--- config.mk ---
export PLATFORM = sky130hd
export DESIGN_NAME = transmisor_multicarril
export DESIGN_NICKNAME = d
export VERILOG_FILES = /design/src/rtl/transmisor_multicarril_pkg.sv /design/src/rtl/transmisor_multicarril_fifo.sv /design/src/rtl/transmisor_multicarril.sv
export SDC_FILE = /design/constraint.sdc
export NUM_CORES = 1
export LEC_CHECK = 0
export ABC_AREA = 0
export CAP_MARGIN = 40
export CORE_MARGIN = 3
export CORE_UTILIZATION = 41
export DETAILED_ROUTE_END_ITERATION = 8
export GPL_ROUTABILITY_DRIVEN = 0
export PLACE_DENSITY = 0.66
export SKIP_LAST_GASP = 1
export SYNTH_ARGS = -nofsm -noshare
export SYNTH_HDL_FRONTEND = slang
export SYNTH_HIERARCHICAL = 1
export SYNTH_SLANG_ARGS = --single-unit
--- constraint.sdc ---
create_clock -name clk -period 4.41 [get_ports clk]
set_input_delay 0.882 -clock clk [delete_from_list [all_inputs] [get_ports clk]]
set_output_delay 0.882 -clock clk [all_outputs]
set_load 0.005 [all_outputs]
--- src/rtl/transmisor_multicarril_pkg.sv ---
// rtl/transmisor_multicarril_pkg.sv - symbol codes and FSM states for the multi-lane transmit front end
package transmisor_multicarril_pkg;

    localparam logic [7:0] K_COM      = 8'hBC;
    localparam logic [7:0] K_SKP      = 8'h1C;
    localparam logic [7:0] LOGIC_IDLE = 8'h00;

    typedef enum logic [1:0] {
        S_ELEC = 2'd0,
        S_DATA = 2'd1,
        S_COM  = 2'd2,
        S_SKP  = 2'd3
    } estado_t;

endpackage

--- src/rtl/transmisor_multicarril_fifo.sv ---
// rtl/transmisor_multicarril_fifo.sv - first-word-fall-through synchronous FIFO with global enable
module fifo_sincrono #(
    parameter int WIDTH = 36,
    parameter int DEPTH = 8
) (
    input  logic                       clk,
    input  logic                       rst,
    input  logic                       enb,
    input  logic                       push,
    input  logic                       pop,
    input  logic [WIDTH-1:0]           din,
    output logic [WIDTH-1:0]           dout,
    output logic [$clog2(DEPTH+1)-1:0] count
);
    localparam int AW = $clog2(DEPTH);
    localparam int CW = $clog2(DEPTH+1);

    logic [WIDTH-1:0] mem [DEPTH];
    logic [AW-1:0]    wr_ptr;
    logic [AW-1:0]    rd_ptr;
    logic             do_push;
    logic             do_pop;

    // a full FIFO refuses a push even if the same cycle pops
    assign do_push = enb && push && (count < CW'(DEPTH));
    assign do_pop  = enb && pop && (count != '0);
    assign dout    = mem[rd_ptr];

    always_ff @(posedge clk or negedge rst) begin
        if (!rst) begin
            wr_ptr <= '0;
            rd_ptr <= '0;
            count  <= '0;
        end else begin
            if (do_push) wr_ptr <= wr_ptr + AW'(1);
            if (do_pop)  rd_ptr <= rd_ptr + AW'(1);
            if (do_push && !do_pop)
                count <= count + CW'(1);
            else if (!do_push && do_pop)
                count <= count - CW'(1);
        end
    end

    always_ff @(posedge clk) begin
        if (do_push) mem[wr_ptr] <= din;
    end

endmodule

--- src/rtl/transmisor_multicarril.sv ---
// rtl/transmisor_multicarril.sv - multi-lane PCIe transmit front end: FIFO, lane striping, SKP insertion, electrical idle
module transmisor_multicarril
    import transmisor_multicarril_pkg::*;
#(
    parameter int LANES        = 4,
    parameter int DEPTH        = 8,
    parameter int SKP_INTERVAL = 1180,
    parameter int SKP_LEN      = 3
) (
    input  logic                       clk,
    input  logic                       rst,
    input  logic                       enb,
    input  logic [8*LANES-1:0]         dataIn,
    input  logic [LANES-1:0]           kIn,
    input  logic                       validIn,
    output logic                       readyOut,
    input  logic                       elecIdleReq,
    output logic [8*LANES-1:0]         symOut,
    output logic [LANES-1:0]           kOut,
    output logic                       TxElecIdle,
    output logic                       skpActive,
    output logic [$clog2(DEPTH+1)-1:0] fifoCount
);
    localparam int CW = $clog2(DEPTH+1);
    localparam int IW = $clog2(SKP_INTERVAL);

    estado_t            state;
    estado_t            state_nx;
    logic [IW-1:0]      int_cnt;
    logic [1:0]         skp_cnt;
    logic               skp_due;
    logic               skp_last;
    logic               fifo_empty;
    logic               push;
    logic               pop;
    logic [9*LANES-1:0] fifo_dout;
    logic [8*LANES-1:0] sym_d;
    logic [LANES-1:0]   k_d;
    logic               elec_d;
    logic               skp_d;

    assign readyOut   = enb && (fifoCount < CW'(DEPTH));
    assign push       = validIn && readyOut;
    assign fifo_empty = (fifoCount == '0);
    assign skp_due    = (int_cnt == IW'(SKP_INTERVAL-1));
    assign skp_last   = (skp_cnt == 2'(SKP_LEN-1));

    // each entry carries the K flags above the data bytes
    fifo_sincrono #(
        .WIDTH (9*LANES),
        .DEPTH (DEPTH)
    ) u_fifo (
        .clk   (clk),
        .rst   (rst),
        .enb   (enb),
        .push  (push),
        .pop   (pop),
        .din   ({kIn, dataIn}),
        .dout  (fifo_dout),
        .count (fifoCount)
    );

    always_ff @(posedge clk or negedge rst) begin
        if (!rst)
            state <= S_ELEC;
        else if (enb)
            state <= state_nx;
    end

    always_comb begin
        state_nx = state;
        case (state)
            S_ELEC: if (!elecIdleReq) state_nx = S_COM;
            S_DATA: begin
                if (skp_due)
                    state_nx = S_COM;
                else if (elecIdleReq && fifo_empty)
                    state_nx = S_ELEC;
            end
            S_COM:  state_nx = S_SKP;
            S_SKP:  if (skp_last) state_nx = S_DATA;
            default: state_nx = S_ELEC;
        endcase
    end

    // symbol chosen for this state, captured by the output register
    always_comb begin
        pop    = 1'b0;
        sym_d  = {LANES{LOGIC_IDLE}};
        k_d    = '0;
        elec_d = 1'b0;
        skp_d  = 1'b0;
        case (state)
            S_ELEC: elec_d = 1'b1;
            S_DATA: begin
                if (!skp_due && !fifo_empty) begin
                    pop   = enb;
                    sym_d = fifo_dout[8*LANES-1:0];
                    k_d   = fifo_dout[9*LANES-1:8*LANES];
                end
            end
            S_COM: begin
                sym_d = {LANES{K_COM}};
                k_d   = '1;
                skp_d = 1'b1;
            end
            S_SKP: begin
                sym_d = {LANES{K_SKP}};
                k_d   = '1;
                skp_d = 1'b1;
            end
            default: elec_d = 1'b1;
        endcase
    end

    always_ff @(posedge clk or negedge rst) begin
        if (!rst) begin
            symOut     <= '0;
            kOut       <= '0;
            TxElecIdle <= 1'b1;
            skpActive  <= 1'b0;
        end else if (enb) begin
            symOut     <= sym_d;
            kOut       <= k_d;
            TxElecIdle <= elec_d;
            skpActive  <= skp_d;
        end
    end

    // interval counter saturates so a pending SKP request stays raised until served
    always_ff @(posedge clk or negedge rst) begin
        if (!rst) begin
            int_cnt <= '0;
            skp_cnt <= '0;
        end else if (enb) begin
            case (state)
                S_ELEC: int_cnt <= '0;
                S_DATA: if (!skp_due) int_cnt <= int_cnt + IW'(1);
                S_COM:  skp_cnt <= '0;
                S_SKP: begin
                    skp_cnt <= skp_cnt + 2'd1;
                    if (skp_last) int_cnt <= '0;
                end
                default: int_cnt <= '0;
            endcase
        end
    end

endmodule

==> results of run 1 <==
-- cells in the final DEF (no fill, tap or decap), types with 13 or more instances in the layout --
| cell | count |
|---|---|
| mux2_2 | 41 |
| a22o_1 | 13 |
| a221o_1 | 24 |
| mux4_1 | 57 |
| clkbuf_16 | 37 |
| dfrtp_1 | 59 |
| edfxtp_1 | 288 |
| nand2_1 | 14 |
| mux4_2 | 15 |
| clkdlybuf4s50_1 | 82 |
| buf_4 | 22 |
-- cell families after synthesis --
kind of cell | synth area share
AOI/OAI and AO/OA | 0.0366
xor gates and xnor gates | 0.00631
adders and majority gates | 0.00775
buffers and inverters | 0.0155
DFF | 0.736
muxes | 0.166
and+or+nand+nor | 0.0316
-- layout make-up --
class / instances / area (um2)
Clock inverter: 22 / 225
Tap cell: 442 / 553
Antenna cell: 1 / 2.50
Clock buffer: 44 / 962
Timing Repair Buffer: 109 / 1090
Multi-Input combinational cell: 271 / 3530
Inverter: 4 / 15.0
Sequential cell: 351 / 10200
Fill cell: 2602 / 16300
-- worst max-delay path by stage --
stage	end	slack (ps)
2_1_floorplan	u_fifo/mem[2][0]	550
3_3_place_gp	u_fifo/count[3]	580
3_5_place_dp	u_fifo/count[3]	530
4_1_cts	u_fifo/count[3]	990
5_1_grt	u_fifo/count[3]	790
6_report	u_fifo/count[3]	1010
-- layer usage --
layer | global-route usage | vias up | wire length, um
met2 | 0.252 | 191 | 13500
met4 | 0.0350 | 2 | 400
met3 | 0.0284 | 37 | 1470
li1 | - | 3024 | -
met1 | 0.229 | 3577 | 12900
met5 | 0 | - | 13
-- stage by stage --
stage | instance area, um2 | setup WS [ps] | hold WS, ps
6_report | 16600 | 1010 | 274
5_1_grt | 16600 | 787 | 278
4_1_cts | 16600 | 994 | 274
3_5_place_dp | 15400 | 532 | 469
3_3_place_gp | 15300 | 582 | 457
2_1_floorplan | 13900 | 546 | 443
-- state kept, by name, summed over array words and instances, names as in the netlist --
signal and count:
state 2, u_fifo/wr_ptr 3, symOut 32, TxElecIdle 1, skpActive 1, u_fifo/rd_ptr 3
u_fifo/mem 288, kOut 4, u_fifo/count 4, int_cnt 11, skp_cnt 2
-- worst reg2reg max path, cell delays in order, from the launching register on --
cell and delay, ps:
dfrtp_1 400, ha_1 220, or4b_4 500, nor3_4 310, nor3_2 100, nand2_1 110, nor2_1 80, inv_1 80
ha_1 230, inv_1 130, ha_1 370, or4_1 540, o211ai_1 110, o211ai_1 100
-- synth_stat cells (2+ instances only) --
| cell | instances |
|---|---|
| nand2_1 | 14 |
| nand4_1 | 3 |
| a21oi_1 | 8 |
| ha_1 | 7 |
| and3_1 | 3 |
| a221o_1 | 24 |
| edfxtp_1 | 288 |
| or3_1 | 4 |
| xor2_1 | 7 |
| buf_2 | 3 |
| o211ai_1 | 2 |
| nor2_1 | 17 |
| nor3_1 | 4 |
| mux4_2 | 15 |
| or4_1 | 2 |
| clkbuf_1 | 12 |
| xnor2_1 | 3 |
| buf_6 | 9 |
| nand3_1 | 8 |
| nor4_1 | 4 |
| a22o_1 | 13 |
| inv_1 | 4 |
| o21ai_0 | 6 |
| mux2_2 | 41 |
| nand2b_1 | 5 |
| mux4_1 | 57 |
| nand3b_1 | 3 |
| buf_1 | 9 |
| dfrtp_1 | 62 |
-- where the power goes --
part	internal [uW]	leakage (uW)	total (uW)	switching, uW
Combinational	1450	0.00177	2420	976
Sequential	3900	0.00338	4320	422
Clock	1750	0.000572	2990	1240
==> metrics.md, run 1 <==
| Metric | Value |
|---|---|
| Vias per Instance | `5.49` |
| Synthesized flop and latch total | `351` |
| Mean Syn Cell Area | `21.0 um2` |
| Starting Density | `0.422` |
| R2R depth | `13` |
| Most used cell, CP | `ha_1` |
| Crit-path slowest cell | `or4_1` |
| Hold-fix buffer count after cts | `0` |
| Critical path type | `register to register` |
| Clock Sink Count | `351` |
| Root Buffer | `clkbuf_16` |
| Final Hold Violating Endpoints | `0` |
| First-pass GRT wire length | `43100 um` |
| CP Capture Type | `register` |
| Final Power | `9740 uW` |
| Worst path cell trace | `ha_1 > or4b_4 > nor3_4 > nor3_2 > nand2_1 > nor2_1 > inv_1 > ha_1 > inv_1 > ha_1 > or4_1 > o211ai_1 > o211ai_1` |
| Placed cells | `1177` |
| I/O pin cnt | `84` |
| Final setup violating endpoints | `0` |
| Worst-case clock buffer depth | `3` |
| Synth Flop Type | `edfxtp_1` |
| Global route overflow | `0` |
| Status | `finished, final reports clean` |
| Wire length per cell | `22.7 um` |
| Final HPWL DP | `16600 um` |
| DRT iter0 DRCs | `583` |
| Worst hold path type | `primary input to async pin` |
| Pleak | `0.00572 uW` |
| Final net count | `822` |
| Drt pass-1 iters | `5` |
| Rows | `66` |
| TNS Setup | `0 ps` |
| Worst-Margin Slew | `793 ps` |
| TritonCTS Buffers | `36` |
| Gate Count Post-Synth | `660` |
| Die width | `190 um` |
| Buf/Inv on CP | `2` |
| CTS clk-pin slew, worst paths | `60 ps` |
| Vias in the first global route | `7060` |
| Cts repair resizes | `0` |
| Yosys warning count | `6` |
| Critical path fanouts, max | `6` |
| Clk Latency, worst-skew pair | `520 ps` |
| Area delta synth->final | `19.6%` |
| DRT antenna net count | `0` |
| Min Tclk post-route | `3400 ps` |
| Sequential share of the synthesized area | `0.736` |
| Die outline area | `36100 um2` |
| Post-Route WL | `28300 um` |
| Layout Skew | `18.9 ps` |
| Antenna violations before repair | `1` |
| Max_slew headroom | `0.466` |
| CTS tree | `built` |
| Area leader, netlist | `edfxtp_1` |
| Post-synth EDFFs | `288` |
| Ys async rst share | `0.179` |
| Vias | `6831` |
| Final Slew Violations | `0` |
| Largest net degree at the start of global routing | `45` |
| Critical Path Source Type | `register` |
| Post-synth top area share | `0.623` |
| DRC viols | `0` |
| CP peak stage delay | `540 ps` |
| Cell Area, Synth | `13900 um2` |
| Pwr Density | `586 nW/um2` |
| Critical Path RT | `4790 ps` |
| Top delay family on crit path | `simple AND/OR/NAND/NOR gates` |
| Post-synth cell types | `52` |
| Reg2reg end | `u_fifo/count[3]` |
| GR Util All Layers | `0.158` |
| CP arrival | `3790 ps` |
| Worst Setup SP | `int_cnt[0]` |
| Critical Path Stages | `13` |
| Fin crit share | `0.772` |
| R2r startpoint | `int_cnt[0]` |
| Clock H-tree levels | `2` |
| Setup Buffers After CTS | `0` |
| Syn Nets | `709` |
| Max cap viols | `0` |
| Final core occ | `0.504` |
| Number of buffers added on ports | `83` |
| Max VDD drop | `0.310 mV` |
| Layout cells sized above 1 | `0.195` |
| Die height | `190 um` |
| FMAX | `294 MHz` |
| R2R Setup Slk | `1010 ps` |
| Core area | `32900 um2` |
| RSZ-0062 raised after global routing | `no` |
| Top post-synthesis cells by area | `edfxtp_1 62%, dfrtp_1 11%, mux4_1 11%, mux2_2 3.3%, mux4_2 2.4%` |
| Layout Cells excl Fill | `1244` |
(Power assumes the default switching activity.)
==> inputs of run 2 (changes only) <==
--- a/config.mk
+++ b/config.mk
@@ -11,7 +11,7 @@
 export CORE_UTILIZATION = 41
 export DETAILED_ROUTE_END_ITERATION = 8
 export GPL_ROUTABILITY_DRIVEN = 0
-export PLACE_DENSITY = 0.66
+export PLACE_DENSITY = 0.68
 export SKIP_LAST_GASP = 1
 export SYNTH_ARGS = -nofsm -noshare
 export SYNTH_HDL_FRONTEND = slang
==> constraint.sdc (replaced) <==
create_clock -name clk -period 2.8 [get_ports clk]
set_input_delay 0.56 -clock clk [delete_from_list [all_inputs] [get_ports clk]]
set_output_delay 0.56 -clock clk [all_outputs]
set_load 0.005 [all_outputs]
==> metrics.md, run 2 (synthesis results as in run 1) <==
| Metric | Value |
|---|---|
| Critical Path Stages | `14 (was 13)` |
| Drt pass-1 iters | `5 (unchanged)` |
| R2R Setup Slk | `100 ps (was 1010 ps)` |
| Max_slew headroom | `0.518 (was 0.466)` |
| Pleak | `0.00597 uW (was 0.00572 uW)` |
| Die outline area | `36100 um2 (unchanged)` |
| Final Hold Violating Endpoints | `0 (unchanged)` |
| Worst-case clock buffer depth | `3 (unchanged)` |
| Rows | `66 (unchanged)` |
| Critical Path RT | `3240 ps (was 4790 ps)` |
| CP peak stage delay | `480 ps (was 540 ps)` |
| Fin crit share | `0.964 (was 0.772)` |
| R2R depth | `14 (was 13)` |
| Vias in the first global route | `7446 (was 7060)` |
| Die height | `190 um (unchanged)` |
| # diodes | `0 (was 1)` |
| GR Util All Layers | `0.163 (was 0.158)` |
| First-pass GRT wire length | `44700 um (was 43100 um)` |
| DRC viols | `0 (unchanged)` |
| Critical path type | `register to register (unchanged)` |
| Reg2reg end | `u_fifo/count[3] (unchanged)` |
| CTS clk-pin slew, worst paths | `60 ps (about the same)` |
| TNS Setup | `0 ps (unchanged)` |
| Die width | `190 um (unchanged)` |
| Buf/Inv on CP | `3 (was 2)` |
| Final net count | `854 (was 822)` |
| Worst Setup SP | `int_cnt[1] (was int_cnt[0])` |
| Critical Path Source Type | `register (unchanged)` |
| Most frequent cells in the layout | `288 x edfxtp_1, 82 x clkdlybuf4s50_1, 59 x dfrtp_1 (unchanged)` |
| Vias | `6994 (was 6831)` |
| Layout Cells excl Fill | `1275 (was 1244)` |
| Most common cell after layout, fill and taps aside | `edfxtp_1 (unchanged)` |
| Crit-path slowest cell | `or4b_4 (was or4_1)` |
| TritonCTS Buffers | `37 (was 36)` |
| Pwr Density | `918 nW/um2 (was 586 nW/um2)` |
| DRT antenna net count | `0 (unchanged)` |
| Wire length per cell | `22.7 um (about the same)` |
| CTS tree | `built (unchanged)` |
| Antenna violations before repair | `0 (was 1)` |
| Clock H-tree levels | `2 (unchanged)` |
| Area delta synth->final | `23.3% (was 19.6%)` |
| Global route overflow | `0 (unchanged)` |
| Max cap viols | `0 (unchanged)` |
| Final Slew Violations | `0 (unchanged)` |
| R2r startpoint | `int_cnt[1] (was int_cnt[0])` |
| Worst hold path type | `primary input to async pin (unchanged)` |
| Worst path cell trace | `ha_2 > or4b_4 > nor3_4 > nor3_4 > nand2_4 > nor2_4 > inv_2 > ha_4 > inv_4 > buf_4 > ha_4 > nand3_1 > a2111o_1 > o211ai_1 (was ha_1 > or4b_4 > nor3_4 > nor3_2 > nand2_1 > nor2_1 > inv_1 > ha_1 > inv_1 > ha_1 > or4_1 > o211ai_1 > o211ai_1)` |
| Status | `finished, final reports clean (unchanged)` |
| Placed cells | `1205 (was 1177)` |
| Max VDD drop | `0.480 mV (was 0.310 mV)` |
| Core area | `32900 um2 (unchanged)` |
| Clk Latency, worst-skew pair | `530 ps (was 520 ps)` |
| Most flops, register | `u_fifo/mem (unchanged)` |
| Final HPWL DP | `17400 um (was 16600 um)` |
| Top delay family on crit path | `simple AND/OR/NAND/NOR gates (unchanged)` |
| DRT iter0 DRCs | `373 (was 583)` |
| Regs by FF count | `u_fifo/mem x288, symOut x32, int_cnt x11 (unchanged)` |
| Worst-Margin Slew | `723 ps (was 793 ps)` |
| Root Buffer | `clkbuf_16 (unchanged)` |
| Max reg flops | `288 (unchanged)` |
| Final hold slack | `84.3 ps (was 274 ps)` |
| Final setup violating endpoints | `0 (unchanged)` |
| Starting Density | `0.422 (unchanged)` |
| Post-Route WL | `29000 um (was 28300 um)` |
| Worst setup endpoint | `u_fifo/count[3] (unchanged)` |
| Critical path fanouts, max | `3 (was 6)` |
| Number of buffers added on ports | `83 (unchanged)` |
| CP arrival | `3140 ps (was 3790 ps)` |
| I/O pin cnt | `84 (unchanged)` |
| CP Capture Type | `register (unchanged)` |
| FMAX | `371 MHz (was 294 MHz)` |
| Layout Skew | `16.8 ps (was 18.9 ps)` |
| Min Tclk post-route | `2700 ps (was 3400 ps)` |
| Largest net degree at the start of global routing | `51 (was 45)` |
| Filler cells | `2557 (was 2602)` |
| Layout cells sized above 1 | `0.241 (was 0.195)` |
| Final Power | `15700 uW (was 9740 uW)` |
| Vias per Instance | `5.49 (about the same)` |
| Clock Sink Count | `351 (unchanged)` |
run 2: cell count changes in the layout (fill, tap and decap cells not counted), moves of 3 or more:
cell,before,now
buf_12,3,19
ha_1,7,3
ha_4,0,3
buf_4,22,39
run 2: worst min-delay path by stage:
stage	startpoint	end	slack [ps]	cells past startpoint
after floorplan	rst	int_cnt[0]	260	0
after global placement	skp_cnt[1]	skp_cnt[1]	460	2
after detailed placement	skp_cnt[1]	skp_cnt[1]	470	2
after CTS	rst	u_fifo/count[0]	120	1
after global routing	rst	u_fifo/count[0]	140	1
final	rst	u_fifo/count[2]	80	1
run 2: routing by layer:
layer  global-route usage  share of wire  vias up
li1                     -              -     3082
met1                0.218           0.43     3699
met2                0.280           0.50      172
met3               0.0295          0.051       41
met4               0.0395          0.018        0
met5                    0              0        -
run 2: report_power, final:
group | switching (uW) | internal (uW) | leakage, uW
combinational | 1640 | 2490 | 0.00199
clock | 1960 | 2870 | 0.000599
sequential | 619 | 6150 | 0.00338
run 2: area by class of cell:
cell class,instances,area (um2),share of cell area
Sequential cell,351,10200,0.598
Multi-Input combinational cell,271,3610,0.211
Timing Repair Buffer,140,1490,0.0872
Clock buffer,48,1020,0.0595
Tap cell,442,553,0.0323
Clock inverter,19,198,0.0115
Inverter,4,17.5,0.00102
run 2: stage by stage:
stage / setup slack (ps) / cell area [um2] / utilization
finish: 102 / 17100 / 0.520
floorplan: -129 / 14000 / -
global placement: -312 / 15900 / 0.482
global route: -3.09 / 17100 / 0.520
CTS: 30.1 / 17100 / 0.519
detailed placement: -295 / 15900 / 0.482
run 2: what timing repair did:
| item | CTS | global route |
|---|---|---|
| gates resized for setup | 0 | 2 |
| endpoints found under the setup margin | 1 | 1 |
| hold buffers | 0 | 0 |
| cloned | 0 | 0 |
| pin swaps | 2 | 5 |
| buffers inserted | 2 | 1 |
==> inputs of run 3 (changes only) <==
--- a/config.mk
+++ b/config.mk
@@ -8,12 +8,11 @@
 export ABC_AREA = 0
 export CAP_MARGIN = 40
 export CORE_MARGIN = 3
-export CORE_UTILIZATION = 41
+export CORE_UTILIZATION = 29
 export DETAILED_ROUTE_END_ITERATION = 8
 export GPL_ROUTABILITY_DRIVEN = 0
-export PLACE_DENSITY = 0.68
+export PLACE_DENSITY = 0.53
 export SKIP_LAST_GASP = 1
 export SYNTH_ARGS = -nofsm -noshare
 export SYNTH_HDL_FRONTEND = slang
-export SYNTH_HIERARCHICAL = 1
 export SYNTH_SLANG_ARGS = --single-unit
==> metrics.md, run 3 <==
| Metric | Value |
|---|---|
| I/O pin cnt | `84 (unchanged)` |
| Pwr Density | `976 nW/um2 (was 918 nW/um2)` |
| Top post-synthesis cells by area | `edfxtp_1 63%, dfrtp_1 11%, mux4_2 9.2%, mux2i_1 3.4%, mux2_2 1.6% (was edfxtp_1 62%, dfrtp_1 11%, mux4_1 11%, mux2_2 3.3%, mux4_2 2.4%)` |
| Die width | `224 um (was 190 um)` |
| FMAX | `372 MHz (was 371 MHz)` |
| Status | `finished, final reports clean (unchanged)` |
| Regs by FF count | `u_fifo.mem x288, symOut x32, int_cnt x11 (was u_fifo/mem x288, symOut x32, int_cnt x11)` |
| Max VDD drop | `0.465 mV (was 0.480 mV)` |
| Worst hold path type | `primary input to register (was primary input to async pin)` |
| Most frequent cells in the layout | `288 x edfxtp_1, 81 x clkdlybuf4s50_1, 59 x dfrtp_1 (was 288 x edfxtp_1, 82 x clkdlybuf4s50_1, 59 x dfrtp_1)` |
| Area leader, netlist | `edfxtp_1 (unchanged)` |
| GR Util All Layers | `0.126 (was 0.163)` |
| Final net count | `897 (was 854)` |
| Clock Sink Count | `351 (unchanged)` |
| Hold path start | `enb` |
| DRT iter0 DRCs | `455 (was 373)` |
| Final HPWL DP | `18700 um (was 17400 um)` |
| R2R depth | `10 (was 14)` |
| Pleak | `0.00575 uW (was 0.00597 uW)` |
| Gate Count Post-Synth | `718 (was 660)` |
| Vias in the first global route | `7522 (was 7446)` |
| Rows | `79 (was 66)` |
| Max reg flops | `288 (unchanged)` |
| Synthesized flop and latch total | `351 (unchanged)` |
| Pre-CTS WS | `43.0 ps (was -295 ps)` |
| TritonCTS Buffers | `39 (was 37)` |
| Post-DP Area | `15600 um2 (was 15900 um2)` |
| Sequential share of the synthesized area | `0.745 (was 0.736)` |
| Critical Path Source Type | `register (unchanged)` |
| First-pass GRT wire length | `47300 um (was 44700 um)` |
| Vias per Instance | `4.71 (was 5.49)` |
| Largest net degree at the start of global routing | `44 (was 51)` |
| Cell Area, Synth | `13700 um2 (was 13900 um2)` |
| Clock power share | `0.307 (about the same)` |
| Min Tclk post-route | `2690 ps (was 2700 ps)` |
| Wire length per cell | `20.8 um (was 22.7 um)` |
| Post-synth top area share | `0.630 (was 0.623)` |
| Switching power | `4840 uW (was 4220 uW)` |
| CTS tree | `built (unchanged)` |
| Fin area | `17000 um2 (was 17100 um2)` |
| Drt pass-1 iters | `5 (unchanged)` |
| Worst-case clock buffer depth | `3 (unchanged)` |
| Post-route setup slack | `114 ps (was 102 ps)` |
| Die outline area | `50000 um2 (was 36100 um2)` |
| Area delta synth->final | `23.7% (was 23.3%)` |
| Worst-Margin Slew | `725 ps (was 723 ps)` |
| Hold Path Stages | `4` |
| Most common cell after layout, fill and taps aside | `edfxtp_1 (unchanged)` |
| DRC viols | `0 (unchanged)` |
| Fin crit share | `0.959 (was 0.964)` |
| Core area | `46700 um2 (was 32900 um2)` |
| Layout cells sized above 1 | `0.229 (was 0.241)` |
| Post-synth cell types | `51 (was 52)` |
| Critical Path RT | `3230 ps (was 3240 ps)` |
| Critical path fanouts, max | `5 (was 3)` |
| Root Buffer | `clkbuf_16 (unchanged)` |
| Comb power frac | `0.271 (was 0.263)` |
| Most flops, register | `u_fifo.mem (was u_fifo/mem)` |
| Mean Syn Cell Area | `19.1 um2 (was 21.0 um2)` |
| Max_slew headroom | `0.515 (was 0.518)` |
| Final hold slack | `452 ps (was 84.3 ps)` |
| Max cap viols | `0 (unchanged)` |
| Final Hold Violating Endpoints | `0 (unchanged)` |
| Vias | `6998 (was 6994)` |
| Final Power | `16600 uW (was 15700 uW)` |
| Post-synth EDFFs | `288 (unchanged)` |
| RSZ-0062 raised after global routing | `no` |
| Worst Setup SP | `int_cnt[0] (was int_cnt[1])` |
| Switching Fraction | `0.292 (was 0.268)` |
| Clock H-tree levels | `2 (unchanged)` |
| DRT antenna net count | `0 (unchanged)` |
| Final Slew Violations | `0 (unchanged)` |
| Internal power | `11700 uW (was 11500 uW)` |
| Final setup violating endpoints | `0 (unchanged)` |
| Global route overflow | `0 (unchanged)` |
| Clk Latency, worst-skew pair | `560 ps (was 530 ps)` |
| Antenna violations before repair | `2 (was 0)` |
| Syn Nets | `767 (was 709)` |
| R2r startpoint | `int_cnt[0] (was int_cnt[1])` |
| Layout Skew | `22.6 ps (was 16.8 ps)` |
| TNS Setup | `0 ps (unchanged)` |
| Synth Flop Type | `edfxtp_1 (unchanged)` |
| Starting Density | `0.294 (was 0.422)` |
| Ys async rst share | `0.179 (unchanged)` |
| Number of buffers added on ports | `83 (unchanged)` |
| CP Capture Type | `register (unchanged)` |
| Die height | `224 um (was 190 um)` |
| CTS clk-pin slew, worst paths | `60 ps (about the same)` |
| CP arrival | `3110 ps (was 3140 ps)` |
| Synth cell count leaders | `288 x edfxtp_1, 62 x dfrtp_1, 56 x mux4_2, 46 x mux2i_1, 23 x nor2_1 (was 288 x edfxtp_1, 62 x dfrtp_1, 57 x mux4_1, 41 x mux2_2, 24 x a221o_1)` |
| Post-Route WL | `31000 um (was 29000 um)` |
| Sequential power share | `0.422 (was 0.430)` |
| Critical path type | `register to register (unchanged)` |
| Most numerous cell in the Yosys netlist | `edfxtp_1 (unchanged)` |
| Yosys warning count | `0 (was 6)` |
[run 3: layout make-up]
| class | instances | area [um2] |
|---|---|---|
| well taps | 607 | 759 |
| repair buffers | 127 | 1280 |
| fillers | 4433 | 29700 |
| multi-input cells | 307 | 3330 |
| flip-flops and latches | 351 | 10200 |
| inverters | 22 | 82.6 |
| diodes | 1 | 2.50 |
| clock buffers | 51 | 1070 |
| clock inverters | 21 | 219 |
[run 3: what timing repair did]
action | in CTS | in global routing
endpoints found under the hold margin | 10 | 0
hold buffers | 1 | 0
gates resized for setup | 0 | 7
endpoints found under the setup margin | 0 | 1
buffers inserted | 0 | 2
[run 3: worst max-delay path: stages (launching register included)]
cell,delay [ps]
dfrtp_1,380
ha_2,190
or4b_4,480
nor3_4,210
or3_4,170
ha_4,130
inv_2,50
ha_1,260
a21o_1,240
a2111oi_4,360
o31ai_1,110
[run 3: stage by stage]
step,instances,util
floorplan,718,-
detailed placement,1411,0.335
CTS,1484,0.363
global route,1486,0.364
global placement,1411,0.335
finish,1487,0.364
[run 3: worst paths after layout]
path	slack, ps	endpoint
max	110	u_fifo.count[3]
min	450	int_cnt[2]
max reg2reg	110	u_fifo.count[3]
min reg2reg	480	TxElecIdle
max in group asynchronous	1590	u_fifo.rd_ptr[2]
min in group asynchronous	540	symOut[24]
[run 3: power by group through the flow]
stage	clock, uW	sequential (uW)	combinational, uW
3_3_place_gp	0	7100	4490
3_5_place_dp	0	7110	4500
5_1_grt	5460	7080	4940
6_report	5080	6990	4500
2_1_floorplan	0	6730	3000
4_1_cts	5260	7010	4530
[run 3: kinds of logic (layout without fill, tap and decap cells)]
group | Yosys count | in the layout | synth area share
adder cells (fa/ha/maj) | 8 | 8 | 0.00784
multiplexers | 121 | 121 | 0.141
other | 0 | 1 | 0
XOR/XNOR | 10 | 10 | 0.00638
flip-flops | 351 | 351 | 0.745
buffers and inverters | 60 | 221 | 0.0204
AND/OR/NAND/NOR | 79 | 79 | 0.0304
AO/OA/AOI/OAI | 89 | 89 | 0.0489
[run 3: routing by layer]
| metal | GRT usage | part of all wire |
|---|---|---|
| met5 | 0 | 0.00026 |
| met4 | 0.0415 | 0.021 |
| met3 | 0.0237 | 0.036 |
| met2 | 0.205 | 0.48 |
| met1 | 0.171 | 0.46 |
